==> src/rtl/addr_stack_pkg.sv <==
// Shared types and constants for the program-counter / return-address stack.
package addr_stack_pkg;

  // One operation per cycle; the encoding is fixed by the controller.
  typedef enum logic [2:0] {
    OpNop  = 3'd0,
    OpInc  = 3'd1,
    OpLdLo = 3'd2,
    OpLdHi = 3'd3,
    OpJmp  = 3'd4,
    OpCal  = 3'd5,
    OpRet  = 3'd6,
    OpRstV = 3'd7
  } stack_op_t;

  // Restart vectors sit on 8-location boundaries: target = vec << 3.
  localparam int unsigned RST_VEC_SHIFT = 3;

  // True for the ops that only take effect when the condition passes.
  function automatic logic op_is_conditional(stack_op_t op);
    return (op == OpJmp) || (op == OpCal) || (op == OpRet);
  endfunction

endpackage

==> src/rtl/addr_stack_ram.sv <==
// DEPTH x ADDR_WIDTH entry array: one synchronous write port, one
// combinational read port. All entries clear on reset.
module addr_stack_ram #(
  parameter int unsigned ADDR_WIDTH = 14,
  parameter int unsigned DEPTH      = 8,
  parameter int unsigned PTR_WIDTH  = $clog2(DEPTH)
) (
  input  logic                  clk_i,
  input  logic                  rst_i,
  input  logic                  we_i,
  input  logic [PTR_WIDTH-1:0]  waddr_i,
  input  logic [ADDR_WIDTH-1:0] wdata_i,
  input  logic [PTR_WIDTH-1:0]  raddr_i,
  output logic [ADDR_WIDTH-1:0] rdata_o
);

  logic [ADDR_WIDTH-1:0] mem_q [DEPTH];
  logic [ADDR_WIDTH-1:0] mem_d [DEPTH];

  // Next-state of the array: only the addressed entry changes on a write.
  always_comb begin
    for (int i = 0; i < DEPTH; i++) begin
      mem_d[i] = mem_q[i];
    end
    if (we_i) begin
      mem_d[waddr_i] = wdata_i;
    end
  end

  // Entry storage with asynchronous clear.
  always_ff @(posedge clk_i or posedge rst_i) begin
    if (rst_i) begin
      for (int i = 0; i < DEPTH; i++) begin
        mem_q[i] <= '0;
      end
    end else begin
      for (int i = 0; i < DEPTH; i++) begin
        mem_q[i] <= mem_d[i];
      end
    end
  end

  assign rdata_o = mem_q[raddr_i];

endmodule

==> src/rtl/addr_stack.sv <==
// Program-counter / return-address stack. The entry at sp is the live PC;
// entries below it hold return addresses. The stack is circular: pushes past
// DEPTH overwrite the oldest entry (ovf), pops past the bottom wrap (unf).
module addr_stack
  import addr_stack_pkg::*;
#(
  parameter int unsigned ADDR_WIDTH = 14,
  parameter int unsigned DEPTH      = 8,
  parameter int unsigned PTR_WIDTH  = $clog2(DEPTH),
  parameter int unsigned BYTE_WIDTH = 8
) (
  input  logic                  clk,
  input  logic                  rst,
  input  stack_op_t             op,
  input  logic                  cond_ok,
  input  logic [BYTE_WIDTH-1:0] data_in,
  input  logic [2:0]            vec,
  output logic [ADDR_WIDTH-1:0] pc,
  output logic [7:0]            pc_lo,
  output logic [ADDR_WIDTH-9:0] pc_hi,
  output logic [PTR_WIDTH-1:0]  sp,
  output logic [PTR_WIDTH:0]    level,
  output logic                  ovf,
  output logic                  unf
);

  localparam int unsigned LvlWidth = PTR_WIDTH + 1;
  localparam logic [PTR_WIDTH:0] LvlFull = LvlWidth'(DEPTH);
  localparam logic [PTR_WIDTH:0] LvlOne  = LvlWidth'(1);

  logic [PTR_WIDTH-1:0]  sp_q, sp_d;
  logic [PTR_WIDTH:0]    level_q, level_d;
  logic [ADDR_WIDTH-1:0] tmp_q, tmp_d;
  logic                  ovf_q, ovf_d;
  logic                  unf_q, unf_d;

  logic                  ram_we;
  logic [PTR_WIDTH-1:0]  ram_waddr;
  logic [ADDR_WIDTH-1:0] ram_wdata;
  logic [ADDR_WIDTH-1:0] ram_rdata;

  logic                  push;
  logic [ADDR_WIDTH-1:0] push_val;
  logic                  take;
  logic [PTR_WIDTH-1:0]  sp_inc;
  logic [PTR_WIDTH-1:0]  sp_dec;

  assign sp_inc = sp_q + PTR_WIDTH'(1);
  assign sp_dec = sp_q - PTR_WIDTH'(1);
  // Conditional ops with a failed condition degrade to NOP.
  assign take   = !op_is_conditional(op) || cond_ok;

  // Decode the op into entry writes, pointer/level moves and flag pulses.
  always_comb begin
    sp_d      = sp_q;
    level_d   = level_q;
    tmp_d     = tmp_q;
    ovf_d     = 1'b0;
    unf_d     = 1'b0;
    ram_we    = 1'b0;
    ram_waddr = sp_q;
    ram_wdata = ram_rdata;
    push      = 1'b0;
    push_val  = '0;

    unique case (op)
      OpNop: begin
      end
      OpInc: begin
        ram_we    = 1'b1;
        ram_wdata = ram_rdata + ADDR_WIDTH'(1);
      end
      OpLdLo: begin
        tmp_d[7:0] = data_in[7:0];
      end
      OpLdHi: begin
        // Only the bits that fit above the low byte are kept.
        tmp_d[ADDR_WIDTH-1:8] = data_in[ADDR_WIDTH-9:0];
      end
      OpJmp: begin
        if (take) begin
          ram_we    = 1'b1;
          ram_wdata = tmp_q;
        end
      end
      OpCal: begin
        if (take) begin
          push     = 1'b1;
          push_val = tmp_q;
        end
      end
      OpRet: begin
        if (take) begin
          sp_d = sp_dec;
          if (level_q == LvlOne) begin
            unf_d = 1'b1;
          end else begin
            level_d = level_q - LvlOne;
          end
        end
      end
      OpRstV: begin
        push     = 1'b1;
        push_val = ADDR_WIDTH'({vec, {RST_VEC_SHIFT{1'b0}}});
      end
      default: begin
      end
    endcase

    // Push: new entry goes above the live PC, which is left as-is.
    if (push) begin
      sp_d      = sp_inc;
      ram_we    = 1'b1;
      ram_waddr = sp_inc;
      ram_wdata = push_val;
      if (level_q == LvlFull) begin
        ovf_d = 1'b1;
      end else begin
        level_d = level_q + LvlOne;
      end
    end
  end

  // Pointer, occupancy, target assembly register and flag pulses.
  always_ff @(posedge clk or posedge rst) begin
    if (rst) begin
      sp_q    <= '0;
      level_q <= LvlOne;
      tmp_q   <= '0;
      ovf_q   <= 1'b0;
      unf_q   <= 1'b0;
    end else begin
      sp_q    <= sp_d;
      level_q <= level_d;
      tmp_q   <= tmp_d;
      ovf_q   <= ovf_d;
      unf_q   <= unf_d;
    end
  end

  addr_stack_ram #(
    .ADDR_WIDTH (ADDR_WIDTH),
    .DEPTH      (DEPTH),
    .PTR_WIDTH  (PTR_WIDTH)
  ) u_ram (
    .clk_i   (clk),
    .rst_i   (rst),
    .we_i    (ram_we),
    .waddr_i (ram_waddr),
    .wdata_i (ram_wdata),
    .raddr_i (sp_q),
    .rdata_o (ram_rdata)
  );

  assign pc    = ram_rdata;
  assign pc_lo = ram_rdata[7:0];
  assign pc_hi = ram_rdata[ADDR_WIDTH-1:8];
  assign sp    = sp_q;
  assign level = level_q;
  assign ovf   = ovf_q;
  assign unf   = unf_q;

endmodule

==> config.mk <==
export PLATFORM = sky130hd
export DESIGN_NAME = addr_stack
export DESIGN_NICKNAME = d
export VERILOG_FILES = /design/src/rtl/addr_stack_pkg.sv /design/src/rtl/addr_stack_ram.sv /design/src/rtl/addr_stack.sv
export SDC_FILE = /design/constraint.sdc
export NUM_CORES = 1
export LEC_CHECK = 0
export ABC_AREA = 1
export BUFFER_PORTS_ARGS = -buffer_cell sky130_fd_sc_hd__buf_2
export CAP_MARGIN = 20
export CELL_PAD_IN_SITES_DETAIL_PLACEMENT = 0
export CELL_PAD_IN_SITES_GLOBAL_PLACEMENT = 1
export CORE_UTILIZATION = 40
export DETAILED_ROUTE_END_ITERATION = 12
export PLACE_DENSITY = 0.85
export SLEW_MARGIN = 20
export SYNTH_ARGS = -nofsm -noshare
export SYNTH_HDL_FRONTEND = slang
export SYNTH_SLANG_ARGS = --single-unit
==> constraint.sdc <==
create_clock -name clk -period 3.7 [get_ports clk]
set_input_delay 0.185 -clock clk [delete_from_list [all_inputs] [get_ports clk]]
set_output_delay 0.185 -clock clk [all_outputs]
set_load 0.01 [all_outputs]
==> results of run 1 <==
state kept, by name (all words and copies together), names as in the netlist:
name and count:
sp 3, level 4, unf 1, tmp_q 14, u_ram.mem_q 112, ovf 1
area by class of cell:
cell class	instances	area share, %
inverter	147	6.31
timing repair buffer	69	4.53
tap	265	3.73
sequential	135	38.0
clock buffer	17	4.79
multi-input combinational	800	40.5
clock inverter	15	2.15
layer usage:
layer	track usage, %	routed length [um]
met5	0	0
met4	7.98	418
met3	5.23	1460
met2	36.5	10300
met1	33.8	10800
where the power goes:
part           leakage, nW  internal, mW  total (mW)  switching [mW]
combinational         2.79          1.38        4.44            3.07
clock                0.297          1.08        1.79           0.719
sequential            1.70          2.08        2.42           0.343
path summary, 6_finish.rpt:
| kind | slack (ps) | startpoint | depth (start not counted) | endpoint |
|---|---|---|---|---|
| max in group asynchronous | 2370 | rst | 4 | tmp_q[2] |
| hold / removal | 10 | data_in[6] | 3 | tmp_q[6] |
| setup / recovery | 670 | sp[0] | 17 | u_ram.mem_q[20] |
| hold reg to reg | 480 | u_ram.mem_q[22] | 2 | u_ram.mem_q[22] |
| setup reg to reg | 670 | sp[0] | 17 | u_ram.mem_q[20] |
| min in group asynchronous | 350 | rst | 3 | u_ram.mem_q[44] |
synth_stat cells, types with 2 or more instances:
| cell type | instances | share of area (%) |
|---|---|---|
| a21oi_1 | 15 | 0.95 |
| a22o_1 | 3 | 0.33 |
| a22oi_1 | 2 | 0.19 |
| buf_1 | 3 | 0.14 |
| buf_2 | 18 | 1.1 |
| buf_4 | 25 | 2.4 |
| buf_6 | 7 | 1.0 |
| clkbuf_1 | 4 | 0.19 |
| dfrtp_1 | 134 | 42 |
| ha_1 | 6 | 0.95 |
| inv_1 | 126 | 6.0 |
| inv_2 | 19 | 0.90 |
| inv_4 | 2 | 0.16 |
| nand2_1 | 505 | 24 |
| nand2_2 | 4 | 0.32 |
| nand3_1 | 90 | 5.7 |
| nand4_1 | 2 | 0.16 |
| nor2_1 | 45 | 2.1 |
| nor2_2 | 6 | 0.47 |
| nor2_4 | 2 | 0.28 |
| nor2_8 | 6 | 1.5 |
| nor3_1 | 4 | 0.25 |
| o211ai_1 | 6 | 0.57 |
| o21ai_0 | 72 | 4.6 |
| o21ai_1 | 13 | 0.82 |
| o21ai_2 | 4 | 0.44 |
| xor2_1 | 5 | 0.55 |
worst max-delay path: cells and delay by family (launching register included):
| kind | cells | cell delay, ps |
|---|---|---|
| AO/OA/AOI/OAI | 3 | 650 |
| adder cells (fa/ha/maj) | 1 | 210 |
| buffers and inverters | 2 | 350 |
| flip-flops | 1 | 680 |
| AND/OR/NAND/NOR | 11 | 1080 |
kinds of logic (layout without fill, tap and decap cells):
logic type,count (synthesis),in the layout
fa+ha+maj,6,6
xor+xnor,7,7
flops,135,135
mux,1,1
compound gates,120,120
buf+inv,204,248
simple gates,666,666
through the flow:
step / cells / setup slack, ps / power (mW) / util (%)
floorplan: 1139 / 1270 / 5.70 / -
global route: 1448 / 359 / 9.42 / 45.8
detailed placement: 1414 / 721 / 6.85 / 42.5
finish: 1448 / 672 / 8.66 / 45.8
global placement: 1414 / 731 / 6.80 / 42.5
CTS: 1448 / 697 / 8.68 / 45.8
layout by cell type, fill, tap and decap left out, drive strengths merged, types with 3 or more instances in the layout:
cell type and n:
clkbuf 17, nand2 509, clkinvlp 3, o21ai 90, ha 6, nor2 59, o211ai 6, buf 67
bufinv 3, clkinv 5, dfrtp 134, nor3 4, nand3 90, xor2 6, inv 151, a22o 3
a21oi 16
==> results.sh, run 1 <==
export IMPL_worstPathArrival_ps=3390
export IMPL_drive_gt1_share_pct=12.7
export IMPL_cpMaxStageDelayCell="dfrtp_2"
export IMPL_viasPerCell=4.96
export IMPL_async_flop_share_pct=100
export IMPL_rsz0062_at_grt="false"
export IMPL_finalSetupViolations=0
export IMPL_whs_ps=11.5
export IMPL_insertion_delay_ps=430
export IMPL_syn_num_nets=1162
export IMPL_post_route_min_period_ps=3030
export IMPL_syn_avg_cell_area_um2=6.95
export IMPL_ys_flop_type="dfrtp_1"
export IMPL_endpoint_kind="register"
export IMPL_fillers=2016
export IMPL_slowest_delay_ps=680
export IMPL_die_h_um=143
export IMPL_core_rowCount=51
export IMPL_critical_path_cell_chain="inv_4 -> nand2_1 -> nand3_1 -> nand2_1 -> nand2_1 -> nand2_1 -> ha_1 -> inv_1 -> nor2_1 -> nand2_1 -> o21ai_0 -> o21ai_0 -> nand2_1 -> nand2_1 -> o21ai_1 -> nand2_1 -> nand2_1"
export IMPL_run_status="finished, final reports clean"
export IMPL_cts_setup_buffers=0
export IMPL_drv_cap=0
export IMPL_slew_headroom_pct=50.6
export IMPL_fmax_mhz=330
export IMPL_cts_resized=0
export IMPL_drt_first_pass_iters=6
export IMPL_path_common_cell="nand2_1"
export IMPL_dpl_cell_area_mm2=0.00825
export IMPL_power_leakage_nw=4.79
export IMPL_worst_slew_pin_transition_ps=736
export IMPL_grt_overflow=0
export IMPL_cts_made_buffers=17
export IMPL_cts_hold_buf=2
export IMPL_crit_path_start_kind="register"
export IMPL_crit_type="reg2reg"
export IMPL_synthAdderAreaFrac_pct=0.948
export IMPL_clock_skew_ps=9.66
export IMPL_grt_max_degree=113
export IMPL_cts_sinks=135
export IMPL_wl_per_cell_um=15.9
export IMPL_cp_max_fo=36
export IMPL_routed_wl_um=23000
export IMPL_hold_viol_final=0
export IMPL_design_area_mm2=0.00889
export IMPL_drv_slew=0
export IMPL_cp_required_ps=4060
export IMPL_grt_first_pass_wirelength_um=36500
export IMPL_antenna_cells=0
export IMPL_dp_hpwl_um=15100
export IMPL_synthSimpleGateAreaFrac_pct=35.0
export IMPL_min_path_type="in2reg"
export IMPL_ios=54
export IMPL_root_buffer="clkbuf_16"
export IMPL_htree_levels=4
export IMPL_synth_top_family_by_area="simple AND/OR/NAND/NOR gates"
export IMPL_ys_ff_latch=135
export IMPL_syn2layout_area_growth_pct=12.3
export IMPL_ys_seq_area_share_pct=42.7
export IMPL_register_area_mm2=0.00338
export IMPL_ys_types=38
export IMPL_final_nets=1193
export IMPL_ir_drop_mv=0.422
export IMPL_multi_input_area_mm2=0.00360
export IMPL_ant_nets=0
export IMPL_routed_via_count=7188
export IMPL_die_area_mm2=0.0204
export IMPL_gp_congestion=0.862
export IMPL_synth_compound_area_share_pct=8.52
export IMPL_final_setup_tns_ps=0
export IMPL_die_width_um=143
export IMPL_initial_utilization_pct=40.8
export IMPL_drc=0
export IMPL_synth_edf_count=0
export IMPL_grt_antenna_before_repair=0
export IMPL_port_buffers=53
export IMPL_synth_area_mm2=0.00792
export IMPL_drt_initial_drc_count=486
export IMPL_groute_usage_overall_pct=24.0
export IMPL_yosysWarningCount=0
export IMPL_period_share_pct=81.8
export IMPL_first_global_vias=6606
export IMPL_muxShareOfSynthArea_pct=0.142
export IMPL_yosys_area_share_xor_xnor_pct=0.869
export IMPL_cts_buffer_depth=2
export IMPL_p_per_area_mw_per_mm2=974
export IMPL_cts_tree="done"
export IMPL_core_mm2=0.0194
export IMPL_clkTransAtPathRegs_ps=60
export IMPL_syn_inst=1139
Power figures use the tool's default switching activity.
==> run 2, diff against run 1 <==
==> constraint.sdc (replaced) <==
create_clock -name clk -period 2.5 [get_ports clk]
set_input_delay 0.125 -clock clk [delete_from_list [all_inputs] [get_ports clk]]
set_output_delay 0.125 -clock clk [all_outputs]
set_load 0.01 [all_outputs]
==> run 2 against run 1 <==
Net effect:
- via count is 5.8% higher
- register-to-register slack worse by 580 ps
- first-iteration DRC count is 47% higher
- global-route usage is 1.3 points higher
- sequential power is 48% higher
- clock power is 48% higher
- core utilization is 4.7 points higher
- die area stayed put
- design area is 10% higher
- critical path type unchanged
==> results.sh, run 2 (same netlist as run 1, synthesis figures left out) <==
export IMPL_top_layer="met4"
export IMPL_layout_common_cells="nand2_1 (489), dfrtp_1 (132), inv_1 (124)"
export IMPL_seqPwrFrac_pct=24.4
export IMPL_top_register="u_ram.mem_q"
export IMPL_grt_overflow=0
export IMPL_final_cells=1520
export IMPL_gp_congestion=0.891
export IMPL_drc=0
export IMPL_die_area_mm2=0.0204
export IMPL_met3WireLength_um=1550
export IMPL_cts_buffer_depth=2
export IMPL_die_h_um=143
export IMPL_drt_first_pass_iters=6
export IMPL_viasPerCell=5.00
export IMPL_root_buffer="clkbuf_16"
export IMPL_dr_wl_met2_um=11400
export IMPL_min_path_type="in2reg"
export IMPL_ant_nets=0
export IMPL_worstPathArrival_ps=2740
export IMPL_slew_headroom_pct=55.9
export IMPL_grt_max_degree=41
export IMPL_initial_utilization_pct=40.8
export IMPL_antenna_cells=0
export IMPL_grt_antenna_before_repair=0
export IMPL_power_leakage_nw=5.23
export IMPL_routed_via_count=7603
export IMPL_endpoint_kind="register"
export IMPL_clockPowerShare_pct=18.0
export IMPL_routed_wl_um=24400
export IMPL_fillers=1970
export IMPL_core_rowCount=51
export IMPL_cp_required_ps=2840
export IMPL_clkTransAtPathRegs_ps=60
export IMPL_grt_first_pass_wirelength_um=38800
export IMPL_wl_per_cell_um=16.1
export IMPL_fmax_mhz=416
export IMPL_wl_met1_um=11100
export IMPL_final_nets=1265
export IMPL_rsz0062_at_grt="true"
export IMPL_htree_levels=4
export IMPL_worst_slew_pin_transition_ps=661
export IMPL_p_comb_share_pct=57.6
export IMPL_period_share_pct=96.2
export IMPL_drive_gt1_share_pct=20.3
export IMPL_die_width_um=143
export IMPL_dp_hpwl_um=17100
export IMPL_largest_reg_flops=112
export IMPL_insertion_delay_ps=430
export IMPL_groute_usage_overall_pct=25.4
export IMPL_run_status="finished, final reports clean"
export IMPL_cp_max_fo=11
export IMPL_place_inst=1477
export IMPL_p_per_area_mw_per_mm2=1500
export IMPL_crit_type="reg2reg"
export IMPL_switchingPower_mw=6.66
export IMPL_final_common_cell="nand2_1"
export IMPL_clock_skew_ps=6.72
export IMPL_cts_tree="done"
export IMPL_drt_initial_drc_count=715
export IMPL_dp_slack_ps=-28.8
export IMPL_syn2layout_area_growth_pct=23.9
export IMPL_switching_share_pct=45.2
export IMPL_cts_sinks=135
export IMPL_hold_viol_final=0
export IMPL_port_buffers=53
export IMPL_crit_path_start_kind="register"
export IMPL_cts_made_buffers=17
export IMPL_ff2ff_setup_slack_ps=100
export IMPL_post_route_min_period_ps=2400
export IMPL_first_global_vias=7208
export IMPL_layout_setup_ws_ps=95.8
export IMPL_drv_slew=0
export IMPL_finalSetupViolations=0
export IMPL_p_int_mw=8.07
export IMPL_ir_drop_mv=0.778
export IMPL_drv_cap=0
export IMPL_ios=54
export IMPL_core_mm2=0.0194
run 2: cell count changes in the layout (fill, tap and decap cells not counted), sizes merged:
cell,delta
clkinvlp,+1
buf,+68
clkbuf,+3
inv,-3
dlygate4sd3,+3
run 2: repair_timing:
item                                   CTS  global route
hold buffers                             5             0
buffers inserted                         0             5
setup endpoints to repair               16            87
pin swaps                                0            18
endpoints found under the hold margin   27             0
gates resized for setup                  3            67
cloned                                   0             1
run 2: area by class of cell:
cell class                 instances  area (um^2)  area share [%]
timing repair buffer             141         1160            11.8
clock buffer                      19          453            4.62
clock inverter                    13          170            1.74
sequential                       135         3380            34.5
inverter                         147          571            5.82
tap                              265          332            3.38
multi-input combinational        800         3740            38.1
run 2: through the flow:
stage               cell area, um^2  utilization, %  hold slack (ps)  power, mW  TNS [ps]
floorplan                      7920               -              276       8.43         0
global placement               8860            45.7              251       11.3         0
detailed placement             8860            45.7              257       11.4     -96.8
CTS                            9540            49.2             8.81       14.2         0
global route                   9800            50.5             12.8       15.9      -609
finish                         9800            50.5             14.1       14.7         0
run 2: worst max-delay path: stages (launching register included):
cell and delay, ps:
dfrtp_2 490, buf_6 170, buf_12 150, buf_4 150, ha_1 200, xor2_1 140
nand2_1 100, o21ai_2 90, nor2_1 140, inv_2 100, nor2_8 180, buf_4 240
nand2_1 70, o21ai_0 100
run 2: power groups by stage:
| stage | Combinational [mW] | Sequential, mW | Clock [mW] |
|---|---|---|---|
| CTS | 7.90 | 3.58 | 2.69 |
| floorplan | 4.97 | 3.46 | 0 |
| detailed placement | 7.81 | 3.60 | 0 |
| global placement | 7.75 | 3.58 | 0 |
| finish | 8.49 | 3.59 | 2.65 |
| global route | 9.42 | 3.69 | 2.77 |
run 2: path summary, 6_finish.rpt:
kind | from | endpoint | cells after the start
worst max-delay path | sp[0] | u_ram.mem_q[58] | 13
worst max register to register | sp[0] | u_ram.mem_q[58] | 13
min in group asynchronous | rst | u_ram.mem_q[72] | 3
worst min-delay path | data_in[5] | tmp_q[5] | 3
worst min register to register | u_ram.mem_q[77] | u_ram.mem_q[77] | 2
max in group asynchronous | rst | u_ram.mem_q[110] | 4
run 2: metal layers:
metal  vias up  GRT usage [%]
li1       3706              -
met1      3610           35.7
met2       252           39.9
met3        35           4.46
met4         0           7.70
met5         -              0
